--- src/rtl/imem_fetch_ctrl.sv ---
// Instruction-fetch sequencer for a 1-cycle-latency instruction memory.
// Owns the PC and tracks one in-flight response. Also handles halt, redirect and misaligned-redirect fault.
module imem_fetch_ctrl #(
    parameter logic [31:0] RESET_PC = 32'h0000_0000,
    parameter logic [31:0] PC_STEP  = 32'd4
) (
    input  logic        clk,
    input  logic        rst_n,
    input  logic        start,
    input  logic        halt_req,
    input  logic        resume,
    input  logic        redirect_valid,
    input  logic [31:0] redirect_pc,
    output logic        imem_en,
    output logic [31:0] imem_addr,
    input  logic [31:0] imem_rdata,
    output logic        out_valid,
    input  logic        out_ready,
    output logic [31:0] out_instr,
    output logic [31:0] out_pc,
    output logic        fault,
    output logic [31:0] fault_pc,
    output logic [31:0] fetch_count
);

    typedef enum logic [1:0] {
        IDLE  = 2'd0,
        RUN   = 2'd1,
        HALT  = 2'd2,
        FAULT = 2'd3
    } state_t;

    state_t      state_q, state_d;
    logic [31:0] pc_q, pc_d;
    logic        resp_valid_q, resp_valid_d;
    logic [31:0] resp_pc_q, resp_pc_d;
    logic        fault_q, fault_d;
    logic [31:0] fault_pc_q, fault_pc_d;
    logic [31:0] count_q, count_d;

    logic        active;
    logic        misaligned;
    logic        fire;
    logic        drained;

    assign active     = (state_q == RUN) || (state_q == HALT);
    assign misaligned = redirect_valid && (redirect_pc[1:0] != 2'b00);
    assign imem_addr  = redirect_valid ? redirect_pc : pc_q;
    assign out_valid  = resp_valid_q && !redirect_valid && active;
    assign fire       = out_valid && out_ready;
    assign drained    = !resp_valid_q || fire;
    assign out_instr  = imem_rdata;
    assign out_pc     = resp_pc_q;
    assign fault      = fault_q;
    assign fault_pc   = fault_pc_q;
    assign fetch_count = count_q;

    always_comb begin
        state_d      = state_q;
        pc_d         = pc_q;
        resp_pc_d    = resp_pc_q;
        resp_valid_d = resp_valid_q && !fire;
        fault_d      = fault_q;
        fault_pc_d   = fault_pc_q;
        count_d      = fire ? count_q + 32'd1 : count_q;
        imem_en      = 1'b0;

        case (state_q)
            IDLE: begin
                imem_en = start;
                if (start) state_d = RUN;
            end
            RUN: begin
                if (misaligned) begin
                    state_d    = FAULT;
                    fault_d    = 1'b1;
                    fault_pc_d = redirect_pc;
                end else begin
                    imem_en = redirect_valid || (!halt_req && drained);
                    if (halt_req && drained && !redirect_valid) state_d = HALT;
                end
            end
            HALT: begin
                if (misaligned) begin
                    state_d    = FAULT;
                    fault_d    = 1'b1;
                    fault_pc_d = redirect_pc;
                end else begin
                    if (redirect_valid) pc_d = redirect_pc;
                    if (resume && !halt_req) state_d = RUN;
                end
            end
            default: ;
        endcase

        // A redirect in RUN/HALT always kills the pending response; an aligned
        // RUN redirect then replaces it through the issue path below.
        if (redirect_valid && active) resp_valid_d = 1'b0;

        if (imem_en) begin
            resp_valid_d = 1'b1;
            resp_pc_d    = imem_addr;
            pc_d         = imem_addr + PC_STEP;
        end
    end

    always_ff @(posedge clk or negedge rst_n) begin
        if (!rst_n) begin
            state_q      <= IDLE;
            pc_q         <= RESET_PC;
            resp_valid_q <= 1'b0;
            resp_pc_q    <= RESET_PC;
            fault_q      <= 1'b0;
            fault_pc_q   <= 32'd0;
            count_q      <= 32'd0;
        end else begin
            state_q      <= state_d;
            pc_q         <= pc_d;
            resp_valid_q <= resp_valid_d;
            resp_pc_q    <= resp_pc_d;
            fault_q      <= fault_d;
            fault_pc_q   <= fault_pc_d;
            count_q      <= count_d;
        end
    end

endmodule

--- config.mk ---
export PLATFORM = sky130hd
export DESIGN_NAME = imem_fetch_ctrl
export DESIGN_NICKNAME = d
export VERILOG_FILES = /design/src/rtl/imem_fetch_ctrl.sv
export SDC_FILE = /design/constraint.sdc
export NUM_CORES = 1
export LEC_CHECK = 0
export ABC_AREA = 1
export CAP_MARGIN = 10
export CORE_MARGIN = 1.5
export CORE_UTILIZATION = 51
export CTS_CLUSTER_SIZE = 14
export DETAILED_ROUTE_END_ITERATION = 8
export GPL_TIMING_DRIVEN = 0
export PLACE_DENSITY = 0.87
export SYNTH_ARGS = -nofsm -noshare
export SYNTH_HDL_FRONTEND = slang
export SYNTH_SLANG_ARGS = --single-unit
--- constraint.sdc ---
create_clock -name clk -period 2.87 [get_ports clk]
set_input_delay 0.574 -clock clk [delete_from_list [all_inputs] [get_ports clk]]
set_output_delay 0.574 -clock clk [all_outputs]
set_load 0.02 [all_outputs]
* Yosys cells after proc, flatten, opt, wreduce, memory -nomap -nowiden
Cells that the tools add are included. W data, S select, Z words.
Cells by class: reductions and logical operators 25, equal/unequal tests 6, muxes and demuxes 14, $add $sub $neg 2
Operators with widths (number):
- $mux W32 | 4
- $add A32 B1 Y32 const B | 1
- $add A32 B3 Y32 const B | 1
- $logic_and A1 B1 Y1 | 10
- $mux W2 | 5
- $ne A3 B2 Y1 const B | 2
- $pmux W2 S3 | 1
- $logic_not A1 Y1 | 4
- $ne A2 B2 Y1 const B | 2
- $reduce_and A2 Y1 | 2
- $reduce_and A4 Y1 | 1
- $reduce_bool A2 Y1 | 2
- $logic_or A1 B1 Y1 | 3
- $mux W1 | 3
- $reduce_bool A3 Y1 | 1
- $eq A2 B1 Y1 const B | 1
- $eq A2 B2 Y1 const B | 1
- $logic_not A2 Y1 | 1
- $pmux W1 S2 | 1
- $reduce_or A2 Y1 | 1
Word-level totals: bits of input ports 71, register bits after elaboration 132, word-level logic and storage cells 54

* Longest topological paths before layout
word-level depth 11, depth in mapped cells 15

* Worst setup path after synthesis
No wires, ideal clock.
path type input to register, from input redirect_valid, to register pc_q[30], setup slack 0.590 ns, stages 13, arrival 2.164 ns, data required time 2.753 ns, cells stage by stage buf_6 -> inv_8 -> o21ai_4 -> ha_1 -> nand3_1 -> nor2_4 -> nand3_2 -> nor2_4 -> nand2_4 -> nor2_8 -> nand3_1 -> nand2_1 -> nand2_1
RTL lines:
- from (decl) | RTL line 12 | input logic redirect_valid,
- $mux W32
- named net imem_addr[2] | RTL line 15 | output logic [31:0] imem_addr,
- $add A32 B3 Y32 | RTL line 103 | pc_d = imem_addr + PC_STEP;
- $mux W32 | RTL line 100 | if (imem_en) begin
- to (signal assigned) | RTL line 118 | pc_q <= pc_d;
- to (decl) | RTL line 34 | logic [31:0] pc_q, pc_d;
The timed path passes the listed nets, and every way through them passes these cells. The select of a mux whose other input is x is not followed. A chain may end at the register's enable or synchronous reset.

* Final worst setup path
from input redirect_valid, to output imem_addr[30]
Between the ends: cells in the longest elaborated chain, start to end 1
Ends and longest elaborated chain (RTL line):
- $mux W32
- to (decl) | 15
No other way between the ends.

==> impl_metrics.yaml <==
outcome:
  status: "completed"
drt:
  vias: 6882
  ant_nets: 0
  routedWlPerCell_um: 16.3
  drt-initial-drc-count: 538
  wl_um: 21200
  first_pass_iters: 5
  drc: 0
  via_per_inst: 5.29
die:
  initial_core_util_pct: 52.2
  die_area_um2: 14900
  row_count: 43
  fp.dieH_um: 122
  core-area_um2: 13900
  fp.dieW_um: 122
  pin_count: 234
yosys:
  synthTopCellsByArea: "dfrtp_1 (46%), nand2_1 (15%), o21ai_0 (4.6%), inv_1 (4.4%), buf_4 (3.8%)"
  synthesis.nets: 962
  yosysTopAreaCellShare_pct: 45.5
  yosysSeqAreaShare_pct: 45.5
  ys_warn_count: 0
  syn_area_um2: 7250
  syn_area_per_cell_um2: 8.19
  synth_area_leader_cell: "dfrtp_1"
  post_synth_inst_count: 885
  ys_types: 46
  synth_seq_cells: 132
sta:
  fmax_ghz: 0.355
  hold_slack_ns: 0.115
  grt_setup_unrepaired: "false"
  clock_skew_ns: 0.00946
  max_slew_margin_pct: 54.4
  fin_crit_ns: 2.81
  drv_slew: 0
  worstMarginPinSlew_ns: 0.681
  finalSetupViolations: 0
  fin_crit_sh_pct: 98.1
  final_hold_viol_count: 0
worst_setup_path:
  rrSetupSlack_ns: 0.22
  endpoint_kind: "output port"
  cp_data_required_time_ns: 2.30
  ff2ff_path_depth: 9
  critPathKind: "in2out"
  crit_arrival_ns: 2.24
  cp-start-kind: "primary input"
  crit_fanout: 10
  r2r-start: "state_q[0]$_DFFE_PN0P_"
  worst_r2r_endpoint: "fault_pc[12]$_DFFE_PN0P_"
final_layout:
  fin_area_um2: 10100
  seq_area_um2: 3300
  final_cell_mix: "nand2_1 (281), clkdlybuf4s50_1 (198), dfrtp_1 (132), inv_1 (85), o21ai_0 (61)"
  multi_input_area_um2: 3190
  drive_above_1_share_pct: 13.7
  final_common_cell: "nand2_1"
  num-fill-cells: 1045
  insertedDiodeCount: 0
  area_growth_pct: 39.6
  fin_nets: 1185
clocking:
  root_buffer: "clkbuf_16"
  postCtsHoldBufs: 0
  cts_made_buffers: 17
  cts_buffer_depth: 2
  clkSinkCount: 132
  clk_latency_ns: 0.43
  path_clk_slew_ns: 0.05
  htreeDepth: 4
  cts_tree: "yes"
global_route:
  grt.total_usage_pct: 29.2
  grt_pass1_vias: 6685
  antenna_found_initial: 0
  grt_max_degree: 75
  grt_overflow_total: 0
  grt_pass1_wl_um: 33200
power:
  p_leak_nw: 4.88
  power_density_nw_per_um2: 951
  peakVddDrop_v: 0.000766
  power.total_mw: 9.63
flow_run:
  drv_cap: 0
place:
  dpl_cell_area_um2: 9510
  globalplace.congestion: 0.925
  port_buffers: 200
  place_hpwl_um: 15500
min_path:
  hold_path_class: "in2async"
[routing by layer]
| layer | routed length (um) | track usage, % | vias to the layer above |
|---|---|---|---|
| met2 | 10400 | 47.7 | 319 |
| li1 | - | - | 3228 |
| met3 | 1690 | 7.25 | 46 |
| met1 | 8590 | 37.0 | 3289 |
| met5 | 0 | 0 | - |
| met4 | 604 | 12.2 | 0 |
[area by class of cell]
| cell class | count | share of cell area, % |
|---|---|---|
| flip-flops and latches | 132 | 32.6 |
| multi-input cells | 598 | 31.5 |
| repair buffers | 204 | 20.2 |
| plain buffers | 63 | 4.55 |
| clock buffers | 20 | 4.51 |
| inverters | 92 | 3.51 |
| well taps | 180 | 2.22 |
| clock inverters | 12 | 0.865 |
[cell families after synthesis]
family	after synthesis	synth area share, %
xor gates and xnor gates	34	4.11
adders and majority gates	6	1.04
DFF	132	45.5
and+or+nand+nor	448	28.7
AOI/OAI and AO/OA	110	9.45
buffers and inverters	155	11.2
[how the worst max path moves through the flow]
stage	start	endpoint	slack, ns
3_5_place_dp	redirect_pc[0]	imem_en	-0.53
2_1_floorplan	redirect_valid	pc_q[30]$_DFFE_PN0P_	0.59
3_3_place_gp	rst_n	out_pc[1]$_DFFE_PN0N_	-3.96
6_report	redirect_valid	imem_addr[30]	0.06
4_1_cts	redirect_valid	imem_addr[27]	0.005
5_1_grt	redirect_pc[1]	imem_en	0.006
[cells in the mapped netlist (all sizes together)]
cell type	n
nor4	2
o311ai	1
or2	2
ha	6
a22oi	1
nand2	302
dfrtp	132
o21ai	93
nand3	48
inv	91
o211ai	6
buf	54
nor3	14
clkbuf	9
and2	1
nand3b	2
a211oi	1
clkinv	1
and3	1
xor2	23
nor2	56
xnor2	11
a31oi	1
a21oi	4
a21boi	1
nand4	20
o22ai	2
[per-stage QoR]
| stage | std cells | util, % | setup WS, ns | TNS (ns) |
|---|---|---|---|---|
| after floorplan | 885 | - | 0.590 | 0 |
| after global placement | 1265 | 68.3 | -3.96 | -522.69 |
| after detailed placement | 1266 | 68.5 | -0.529 | -0.772 |
| after CTS | 1301 | 72.7 | 0.00530 | 0 |
| after global routing | 1301 | 73.0 | 0.00555 | 0 |
| final | 1301 | 73.0 | 0.0553 | 0 |
[flip-flops by register name, summed over array words and instances (netlist names)]
name / count
fault: 1
fault_pc: 32
fetch_count: 32
out_pc: 32
pc_q: 32
resp_valid_q: 1
state_q: 2
[critical path: stages]
cell and delay, ns:
buf_6 0.15, buf_6 0.16, clkbuf_4 0.20, o21ai_0 0.38
inv_1 0.18, clkdlybuf4s50_1 0.58
[what timing repair did]
action / in CTS / in global routing
pin swaps: 2 / 0
gates resized for setup: 10 / 11
buffers inserted: 3 / 0
setup endpoints to repair: 2 / 10
[where the power goes]
| group | internal [mW] | switching, mW |
|---|---|---|
| clock | 1.22 | 0.797 |
| sequential | 2.57 | 0.438 |
| combinational | 1.85 | 2.76 |
| total | 5.63 | 4.00 |
(Power assumes the default switching activity.)
